--- config.mk ---
export PLATFORM = sky130hd
export DESIGN_NAME = mem_port_arbiter
export DESIGN_NICKNAME = d
export VERILOG_FILES = /design/src/rtl/mem_port_arbiter.sv
export SDC_FILE = /design/constraint.sdc
export NUM_CORES = 1
export LEC_CHECK = 0
export BUFFER_PORTS_ARGS = -buffer_cell sky130_fd_sc_hd__buf_2
export CORE_MARGIN = 5
export CORE_UTILIZATION = 34
export CTS_CLUSTER_SIZE = 8
export DETAILED_ROUTE_END_ITERATION = 10
export PLACE_DENSITY = 0.61
export SLEW_MARGIN = 10
export SYNTH_ARGS = -nofsm -noshare
export SYNTH_HDL_FRONTEND = slang
export SYNTH_SLANG_ARGS = --single-unit
--- constraint.sdc ---
create_clock -name clk -period 2 [get_ports clk]
set_input_delay 0.2 -clock clk [delete_from_list [all_inputs] [get_ports clk]]
set_output_delay 0.2 -clock clk [all_outputs]
set_load 0.005 [all_outputs]
--- src/rtl/mem_port_arbiter.sv ---
// mem_port_arbiter
// ----------------
// Shares the single unified memory port between the instruction-fetch (I)
// and data-memory (D) pipeline stages. Only one access is in flight at a
// time. Each access ends when memory acknowledges it, or when a watchdog
// aborts it after TIMEOUT busy cycles. Stall and done strobes go back to
// the pipeline control.
//
// Build option:
//   ARB_RR_EN  when defined, a simultaneous I/D request is granted to the
//              stage that did not win the previous grant. When undefined,
//              D always wins and no last-owner state exists.
//
// Parameters:
//   TIMEOUT    busy cycles allowed before abort (1..255)
//
// Ports:
//   clk, rst   clock and asynchronous active-high reset
//   i_req      fetch request, held until i_done
//   d_req      data request, held until d_done
//   d_we       data store flag, captured at grant
//   mem_ack    memory finished the current access this cycle
//   mem_req    access in progress toward memory
//   mem_we     write enable toward memory (0 when idle)
//   mem_sel    address/data mux select (0 = I, 1 = D)
//   i_done     one-cycle pulse: fetch access finished or aborted
//   d_done     one-cycle pulse: data access finished or aborted
//   i_stall    i_req & ~i_done
//   d_stall    d_req & ~d_done
//   err        one-cycle pulse on watchdog abort

module mem_port_arbiter #(
    parameter int TIMEOUT = 16
) (
    input  logic clk,
    input  logic rst,
    input  logic i_req,
    input  logic d_req,
    input  logic d_we,
    input  logic mem_ack,
    output logic mem_req,
    output logic mem_we,
    output logic mem_sel,
    output logic i_done,
    output logic d_done,
    output logic i_stall,
    output logic d_stall,
    output logic err
);

    typedef enum logic [1:0] {
        IDLE   = 2'd0,
        BUSY_I = 2'd1,
        BUSY_D = 2'd2
    } state_t;

    // The counter starts at 0 on the first busy cycle, so TIMEOUT-1 marks
    // the last busy cycle the watchdog allows.
    localparam logic [7:0] CNT_LAST = 8'(TIMEOUT - 1);

    state_t     state_q, state_d;
    logic [7:0] cnt_q, cnt_d;
    logic       sel_q, sel_d;
    logic       we_q, we_d;
    logic       grant_i, grant_d;
    logic       expired;
    logic       finish;

`ifdef ARB_RR_EN
    // last_q = 1 means D won the most recent grant.
    logic last_q, last_d;

    // On a tie, give the port to the stage that did not win last time.
    always_comb begin
        grant_d = d_req & (~i_req | ~last_q);
        grant_i = i_req & ~grant_d;
    end
`else
    always_comb begin
        grant_d = d_req;
        grant_i = i_req & ~d_req;
    end
`endif

    always_comb begin
        state_d = state_q;
        cnt_d   = cnt_q;
        sel_d   = sel_q;
        we_d    = we_q;
`ifdef ARB_RR_EN
        last_d  = last_q;
`endif
        mem_req = 1'b0;
        mem_we  = 1'b0;
        i_done  = 1'b0;
        d_done  = 1'b0;
        err     = 1'b0;
        expired = (cnt_q == CNT_LAST);
        finish  = 1'b0;

        case (state_q)
            IDLE: begin
                cnt_d = 8'd0;
                we_d  = 1'b0;
                if (grant_d) begin
                    state_d = BUSY_D;
                    sel_d   = 1'b1;
                    we_d    = d_we;
`ifdef ARB_RR_EN
                    last_d  = 1'b1;
`endif
                end else if (grant_i) begin
                    state_d = BUSY_I;
                    sel_d   = 1'b0;
                    we_d    = 1'b0;
`ifdef ARB_RR_EN
                    last_d  = 1'b0;
`endif
                end
            end

            BUSY_I, BUSY_D: begin
                mem_req = 1'b1;
                mem_we  = we_q;
                // An ack on the expiry cycle wins, so that cycle counts
                // as a normal completion and does not raise err.
                finish  = mem_ack | expired;
                if (finish) begin
                    i_done  = (state_q == BUSY_I);
                    d_done  = (state_q == BUSY_D);
                    err     = ~mem_ack;
                    state_d = IDLE;
                end else begin
                    cnt_d = cnt_q + 8'd1;
                end
            end

            default: begin
                state_d = IDLE;
            end
        endcase
    end

    always_ff @(posedge clk or posedge rst) begin
        if (rst) begin
            state_q <= IDLE;
            cnt_q   <= 8'd0;
            sel_q   <= 1'b0;
            we_q    <= 1'b0;
        end else begin
            state_q <= state_d;
            cnt_q   <= cnt_d;
            sel_q   <= sel_d;
            we_q    <= we_d;
        end
    end

`ifdef ARB_RR_EN
    always_ff @(posedge clk or posedge rst) begin
        if (rst) begin
            last_q <= 1'b0;
        end else begin
            last_q <= last_d;
        end
    end
`endif

    // mem_sel keeps its last value while idle, so the mux input stays
    // stable between accesses.
    assign mem_sel = sel_q;
    assign i_stall = i_req & ~i_done;
    assign d_stall = d_req & ~d_done;

endmodule
; ---- Word-level counts from Yosys, hierarchy flattened
; Cells that the tools add are included.
[word_totals]
register_bits = 12
inputBits = 6
word_cells = 43
[op_classes]
n_addsub = 1
n_eq_ne = 6
mux = 17
bitwise = 8
reduce_logical = 7
[op_table]
columns = op, count
row1 = 8-bit one-hot mux with 2 select lines, 1
row2 = 1-bit two-way mux, 11
row3 = "8-bit by 1-bit adder with 8-bit output, second input constant", 1
row4 = "8-bit by 4-bit == test with 1-bit output, second input constant", 1
row5 = 8-bit two-way mux, 1
row6 = 2-bit two-way mux, 3
row7 = 2-bit AND reduction, 3
row8 = "2-bit != test, second input constant", 2
row9 = 1-bit inverter, 4
row10 = 2-bit one-hot mux with 2 select lines, 1
row11 = 2-bit nonzero test, 2
row12 = 1-bit bitwise AND, 3
row13 = "3-bit != test, second input constant", 1
row14 = "2-bit by 1-bit == test with 1-bit output, second input constant", 1
row15 = "2-bit == test, second input constant", 1
row16 = 2-bit zero test, 1
row17 = 2-bit OR reduction, 1
row18 = 1-bit bitwise OR, 1

; ---- Depth between registers and ports, before layout
; Gate-level depths: netlist of run 1.
[logic_depth]
depth_word = 6
mapped_depth = 7
depth_no_buf = 5

; ---- Worst setup path after synthesis of run 1
; OpenSTA, ideal clock, no wires.
[synth_timing]
path_kind = reg-to-reg
from = reg state_q[0]
to = reg cnt_q[6]
setup_ns = 0.069
arrival_ns = 1.561
setup_slack_ns = 0.370
stages_incl_launch_ff = 7
n_path_buf = 1
synth_period_minus_slack_ns = 1.630
cell_sequence = dfrtp_1 > inv_1 > ha_1 > clkbuf_2 > nand2b_1 > or4_1 > nand3_1
[synth_via]
elab_chain_len = 4
[synth_lines]
columns = element, line_no
row1 = "start, declared", 61  ; state_t state_q, state_d;
row2 = "start signal, assigned", 151  ; state_q <= state_d;
row3 = 2-bit by 1-bit == test with 1-bit output or 2-bit == test (tied branches), 101  ; case (state_q)
row4 = 2-bit OR reduction, 101
row5 = 2-bit != test (no line) or 2-bit nonzero test (tied branches), n/a
row6 = 2-bit AND reduction (no line), n/a
row7 = "end signal, assigned", 152  ; cnt_q <= cnt_d;
row8 = "end, declared", 62  ; logic [7:0] cnt_q, cnt_d;
; Parallel ways exist; a longest one is shown, timed or not.
; A chain may end at the register's enable or synchronous reset.

; ---- Worst setup path in the final report of run 1
[layout_timing]
from = reg cnt_q[0]
to = out i_stall
[layout_via]
elab_chain_len = 6
[layout_lines]
columns = element, line_no
row1 = 8-bit by 4-bit == test with 1-bit output, 98  ; expired = (cnt_q == CNT_LAST);
row2 = 1-bit bitwise OR, 127  ; finish = mem_ack | expired;
row3 = 1-bit two-way mux, 128  ; if (finish) begin
row4 = 1-bit two-way mux, 101
row5 = 1-bit inverter, 171  ; assign i_stall = i_req & ~i_done;
row6 = 1-bit bitwise AND, 171
row7 = "end, declared", 46  ; output logic i_stall,
; Every way passes these cells.

==> results.ini, run 1 <==
[die]
die_y_um = 57.0
std_cell_rows = 17
die-area_sq_um = 3250
start_util_pct = 34.7
io_pins = 14
core-area_sq_um = 2170
die_x_um = 57.0

[worst_hold_path]
hp-class = primary input to flop

[clocking]
cts_tree = built
clk_path_buf_depth = 2
h-tree-depth = 1
cts_setup_buffers = 0
path_clk_slew_ps = 80
tritoncts.num_buffers = 3
root_buffer = clkbuf_4
clock_latency_ps = 280
cts.sinks = 12

[layout]
multi_input_area_sq_um = 429
drive_gt1_share_pct = 23.5
area_growth_pct = 20.5
final_nets = 109
n_fill_cell = 226
final_cell_mix = 13 x buf_2, 12 x dfrtp_1, 11 x nand2_1
final_common_cell = buf_2
regArea_sq_um = 300
stdcell_area_sq_um = 906
antennaDiodeCount = 0

[global_route]
grt_max_degree = 13
grt_usage_pct = 10.9
grt_pass1_wl_mm = 2.75
grt_antenna_before_repair = 0
grt_pass1_vias = 635
overflow = 0

[route]
vias = 646
wl_per_cell_um = 12.8
wirelength_mm = 1.61
drt.antenna.violating_nets = 0
drt_pass1_iterations = 4
via_per_inst = 5.13
post-route-drc-count = 0
first_iter_violations = 11

[setup_path]
arrival_ps = 1670
cp-start-kind = flop
crit_chain = ha_1 -> and3_1 -> a21oi_2 -> o21a_1 -> buf_2
crit_family = flip-flops
crit_buf_inv = 1
critPathKind = flop to primary output
endpoint_kind = primary output
cp_max_fo = 5
worst_path_max_delay_cell = dfrtp_1
cpPeakStageDelay_ps = 440
crit_required_ps = 1800

[timing]
hold_violations = 0
slew_viol_final = 0
fin_skew_ps = 3.82
min_period_ps = 1870
worstMarginPinSlew_ps = 465
setup_violations = 0
fin_crit_sh_pct = 93.7
slew_headroom_pct = 69.0
fmax_ghz = 0.534
rsz0062_at_grt = no
tns_ps = 0

[logic_synthesis]
synth.largest_area_cell = dfrtp_1
synthFlopType = dfrtp_1
synth_edf_count = 0
ys_warn_count = 0
yosysUniqueCellTypes = 31
postSynthNetCount = 91
mappedNetlistArea_sq_um = 752
yosysTopAreaCellShare_pct = 39.9
synth_area_per_cell_sq_um = 9.28
async_reset_ff_share_pct = 100
synthCells = 81
ys_seq_area_share_pct = 39.9
synth.area.top_cells = dfrtp_1 40%, ha_1 6.7%, nand2_1 5.5%
ys_seq_elements = 12

[place]
io_buffer_count = 13
placed_cell_area_sq_um = 843
dp_hpwl_mm = 1.22
gp_congestion = 0.737

[outcome]
run_status = finished, final reports clean

[job]
maxCapViolations = 0

[pwr]
p_sw_share_pct = 38.6
combPwrFrac_pct = 44.5
p_per_area_nw_per_um2 = 1080
finalPower_w = 0.000982
seqPwrFrac_pct = 35.3
vdd_drop_max_mv = 0.637
intPower_w = 0.000602
p_switching_w = 0.000379
power_leakage_nw = 0.424
p_clk_share_pct = 20.2

final cells by class:
class                      count  share of cell area, %
timing repair buffer          15                   9.12
inverter                       6                   2.49
multi-input combinational     61                   47.4
sequential                    12                   33.1
clock buffer                   4                   4.01
tap                           28                   3.87
synth_stat cells, drive strengths merged, types with 2 or more instances:
cell type / number
dfrtp: 12
nor3: 2
nor2: 4
o21a: 2
nand2b: 3
inv: 6
a211oi: 3
nand3: 4
and2b: 2
o21ai: 3
mux2i: 4
nor4: 2
ha: 4
or4: 2
nand3b: 2
a21oi: 2
nand2: 11
o211ai: 2
path summary, 6_finish.rpt:
check | startpoint | to | slack (ps) | cells past startpoint
hold / removal | d_we | we_q | 160 | 3
min in group asynchronous | rst | cnt_q[0] | 460 | 3
max in group asynchronous | rst | state_q[1] | 1220 | 3
setup reg to reg | state_q[0] | cnt_q[6] | 410 | 5
setup / recovery | cnt_q[0] | i_stall | 130 | 5
hold reg to reg | mem_sel | mem_sel | 510 | 1
stage by stage:
step	cells	util, %	hold slack, ps	worst slack (ps)
3_3_place_gp	121	38.9	244	343
2_1_floorplan	81	-	64.7	370
3_5_place_dp	121	38.9	248	266
6_report	126	41.8	159	127
4_1_cts	126	41.0	152	27.4
5_1_grt	126	41.8	177	21.0
power by group through the flow:
stage	clock, W	sequential, W	combinational, W
floorplan	0	0.000340	0.000323
CTS	0.000204	0.000348	0.000407
detailed placement	0	0.000353	0.000402
global placement	0	0.000350	0.000394
global route	0.000214	0.000357	0.000503
finish	0.000198	0.000347	0.000437
tightest hold or removal path, cell delays in order:
cell and delay, ps:
buf_2 70, nand3_1 60, o21ai_0 60
registers in the layout, indices dropped and copies added (netlist names):
| name | count |
|---|---|
| cnt_q | 8 |
| mem_sel | 1 |
| state_q | 2 |
| we_q | 1 |
metal layers:
metal	track usage (%)	vias up	wire length [um]	share of wire, %
li1	-	326	-	-
met1	13.6	300	773	48
met2	16.8	18	696	43
met3	4.98	2	103	6.4
met4	3.64	0	32	2.0
met5	0	-	0	0
cells by family (layout without fill, tap and decap cells):
family	after synthesis	in the layout	synth area share, %
compound gates	17	17	17.1
mux	4	4	5.32
flops	12	12	39.9
buf+inv	8	25	5.16
simple gates	36	36	25.8
fa+ha+maj	4	4	6.66
timing repair:
item	in CTS	in global routing
endpoints found under the setup margin	0	5
endpoints found under the hold margin	12	0
hold buffers	1	0
gates resized for setup	0	3
Note: power is estimated with default switching activity, not from simulation.
==> run 2: changes to the inputs <==
--- a/constraint.sdc
+++ b/constraint.sdc
@@ -3,2 +3,2 @@
 set_output_delay 0.2 -clock clk [all_outputs]
-set_load 0.005 [all_outputs]
+set_load 0.01 [all_outputs]
==> run 2 against run 1 <==
Effect of this change:
- first-iteration DRC count rose by 9.1%
- worst setup slack got worse by 28 ps
- sequential power barely moved
- clock skew rose by 2.2 ps
- non-clock buffer count did not move
- cell count fell by 0.79%
- register-to-register slack got worse by 140 ps
- clock-buffer cell count fell by 1
- critical path depth did not move
- flip-flop and latch count did not move
- critical path type unchanged
- largest power group unchanged
- highest routed layer unchanged
==> results.ini, run 2 (synthesis gave the netlist of run 1 again) <==
[layout]
regMostFlops = cnt_q
final_common_cell = buf_2
final_cell_mix = 13 x buf_2, 12 x dfrtp_1, 11 x nand2_1
antennaDiodeCount = 0
drive_gt1_share_pct = 23.7
area_growth_pct = 17.5
fin_util_pct = 40.7
final_nets = 109
largest_reg_flops = 8
reg.largest.list = cnt_q (8), state_q (2)
stdcell_count = 125

[route]
drt_pass1_iterations = 5
wl_per_cell_um = 13.9
post-route-drc-count = 0
wirelength_mm = 1.74
drt.antenna.violating_nets = 0
vias = 661
first_iter_violations = 12
via_per_inst = 5.29

[clocking]
cts.sinks = 12
cts_tree = built
root_buffer = clkbuf_4
cts_setup_buffers = 0
h-tree-depth = 1
path_clk_slew_ps = 70
clock_latency_ps = 270
tritoncts.num_buffers = 3
clk_path_buf_depth = 2

[setup_path]
endpoint_kind = primary output
r2r_start = state_q[0]
crit_required_ps = 1800
reg2regPathDepth = 5
arrival_ps = 1700
critPathKind = flop to primary output
cp-start-kind = flop
cp_max_fo = 5
reg2reg_to = cnt_q[6]
rrSetupSlack_ps = 270

[global_route]
grt_usage_pct = 11.3
grt_max_degree = 13
grt_pass1_vias = 661
overflow = 0
grt_antenna_before_repair = 0
grt_pass1_wl_mm = 2.90

[job]
maxCapViolations = 0

[timing]
min_period_ps = 1900
rsz0062_at_grt = yes
fmax_ghz = 0.526
fin_crit_sh_pct = 95.1
fin_skew_ps = 6.00
slew_headroom_pct = 68.5
setup_violations = 0
hold_violations = 0
slew_viol_final = 0
worstMarginPinSlew_ps = 472

[worst_hold_path]
hp-class = primary input to flop
min_from = d_we
worstHoldEndpoint = we_q
min_path_cells = 3

[place]
dp_hpwl_mm = 1.29
io_buffer_count = 13
placed_cells = 121
gp_congestion = 0.742

[outcome]
run_status = finished, final reports clean

[die]
start_util_pct = 34.7
io_pins = 14
die_x_um = 57.0
die-area_sq_um = 3250
core-area_sq_um = 2170
die_y_um = 57.0
std_cell_rows = 17

[pwr]
vdd_drop_max_mv = 0.650
power_leakage_nw = 0.415
p_per_area_nw_per_um2 = 1060
finalPower_w = 0.000933

[run 2: cell count changes in the layout (fill, tap and decap cells not counted)]
cell	previous run	this run
and2b_1	2	1
ha_4	1	0
ha_2	0	1
clkbuf_8	1	0
and2b_2	0	1
[run 2: repair_timing]
item,4_1_cts,5_1_grt
hold buffers,1,0
endpoints found under the setup margin,0,5
resized for setup,0,3
hold endpoints to repair,12,0
[run 2: how the worst max path moves through the flow]
| stage | from | to | cells past startpoint | slack, ps |
|---|---|---|---|---|
| 3_5_place_dp | state_q[0] | cnt_q[6] | 5 | 270 |
| 3_3_place_gp | state_q[0] | cnt_q[6] | 5 | 350 |
| 5_1_grt | cnt_q[0] | d_stall | 5 | -10 |
| 2_1_floorplan | state_q[0] | cnt_q[6] | 6 | 320 |
| 4_1_cts | cnt_q[0] | d_stall | 5 | 30 |
| 6_report | cnt_q[0] | d_stall | 5 | 100 |
[run 2: layout make-up]
| type | count | area, sq um |
|---|---|---|
| Multi-Input combinational cell | 61 | 420 |
| Timing Repair Buffer | 15 | 82.6 |
| Sequential cell | 12 | 300 |
| Clock buffer | 3 | 22.5 |
| Inverter | 6 | 22.5 |
| Tap cell | 28 | 35.0 |
| Fill cell | 229 | 1290 |
[run 2: report_power, final]
group          switching (W)  internal [W]  leakage [nW]
Combinational       0.000263      0.000171         0.241
Sequential         0.0000496      0.000298         0.160
Clock              0.0000817     0.0000696        0.0138
[run 2: routing by layer]
layer  vias to the layer above  part of all wire (%)  track usage [%]
li1                        326                     -                -
met1                       306                    44             13.7
met2                        25                    47             18.6
met3                         4                   7.5             3.17
met4                         0                   2.1             4.97
met5                         -                     0                0
[run 2: through the flow]
step | cell area [sq um] | setup slack [ps] | TNS [ps] | hold slack [ps]
global placement | 843 | 349 | 0 | 244
detailed placement | 843 | 268 | 0 | 241
floorplan | 752 | 324 | 0 | 64.7
CTS | 876 | 25.5 | 0 | 170
finish | 883 | 98.8 | 0 | 174
global route | 883 | -12.4 | -12.4 | 206
[run 2: critical path, cell delays in order, from the launching register on]
cell	delay [ps]
dfrtp_1	430
ha_1	260
and3_1	250
a21oi_2	220
o21a_1	150
buf_2	120
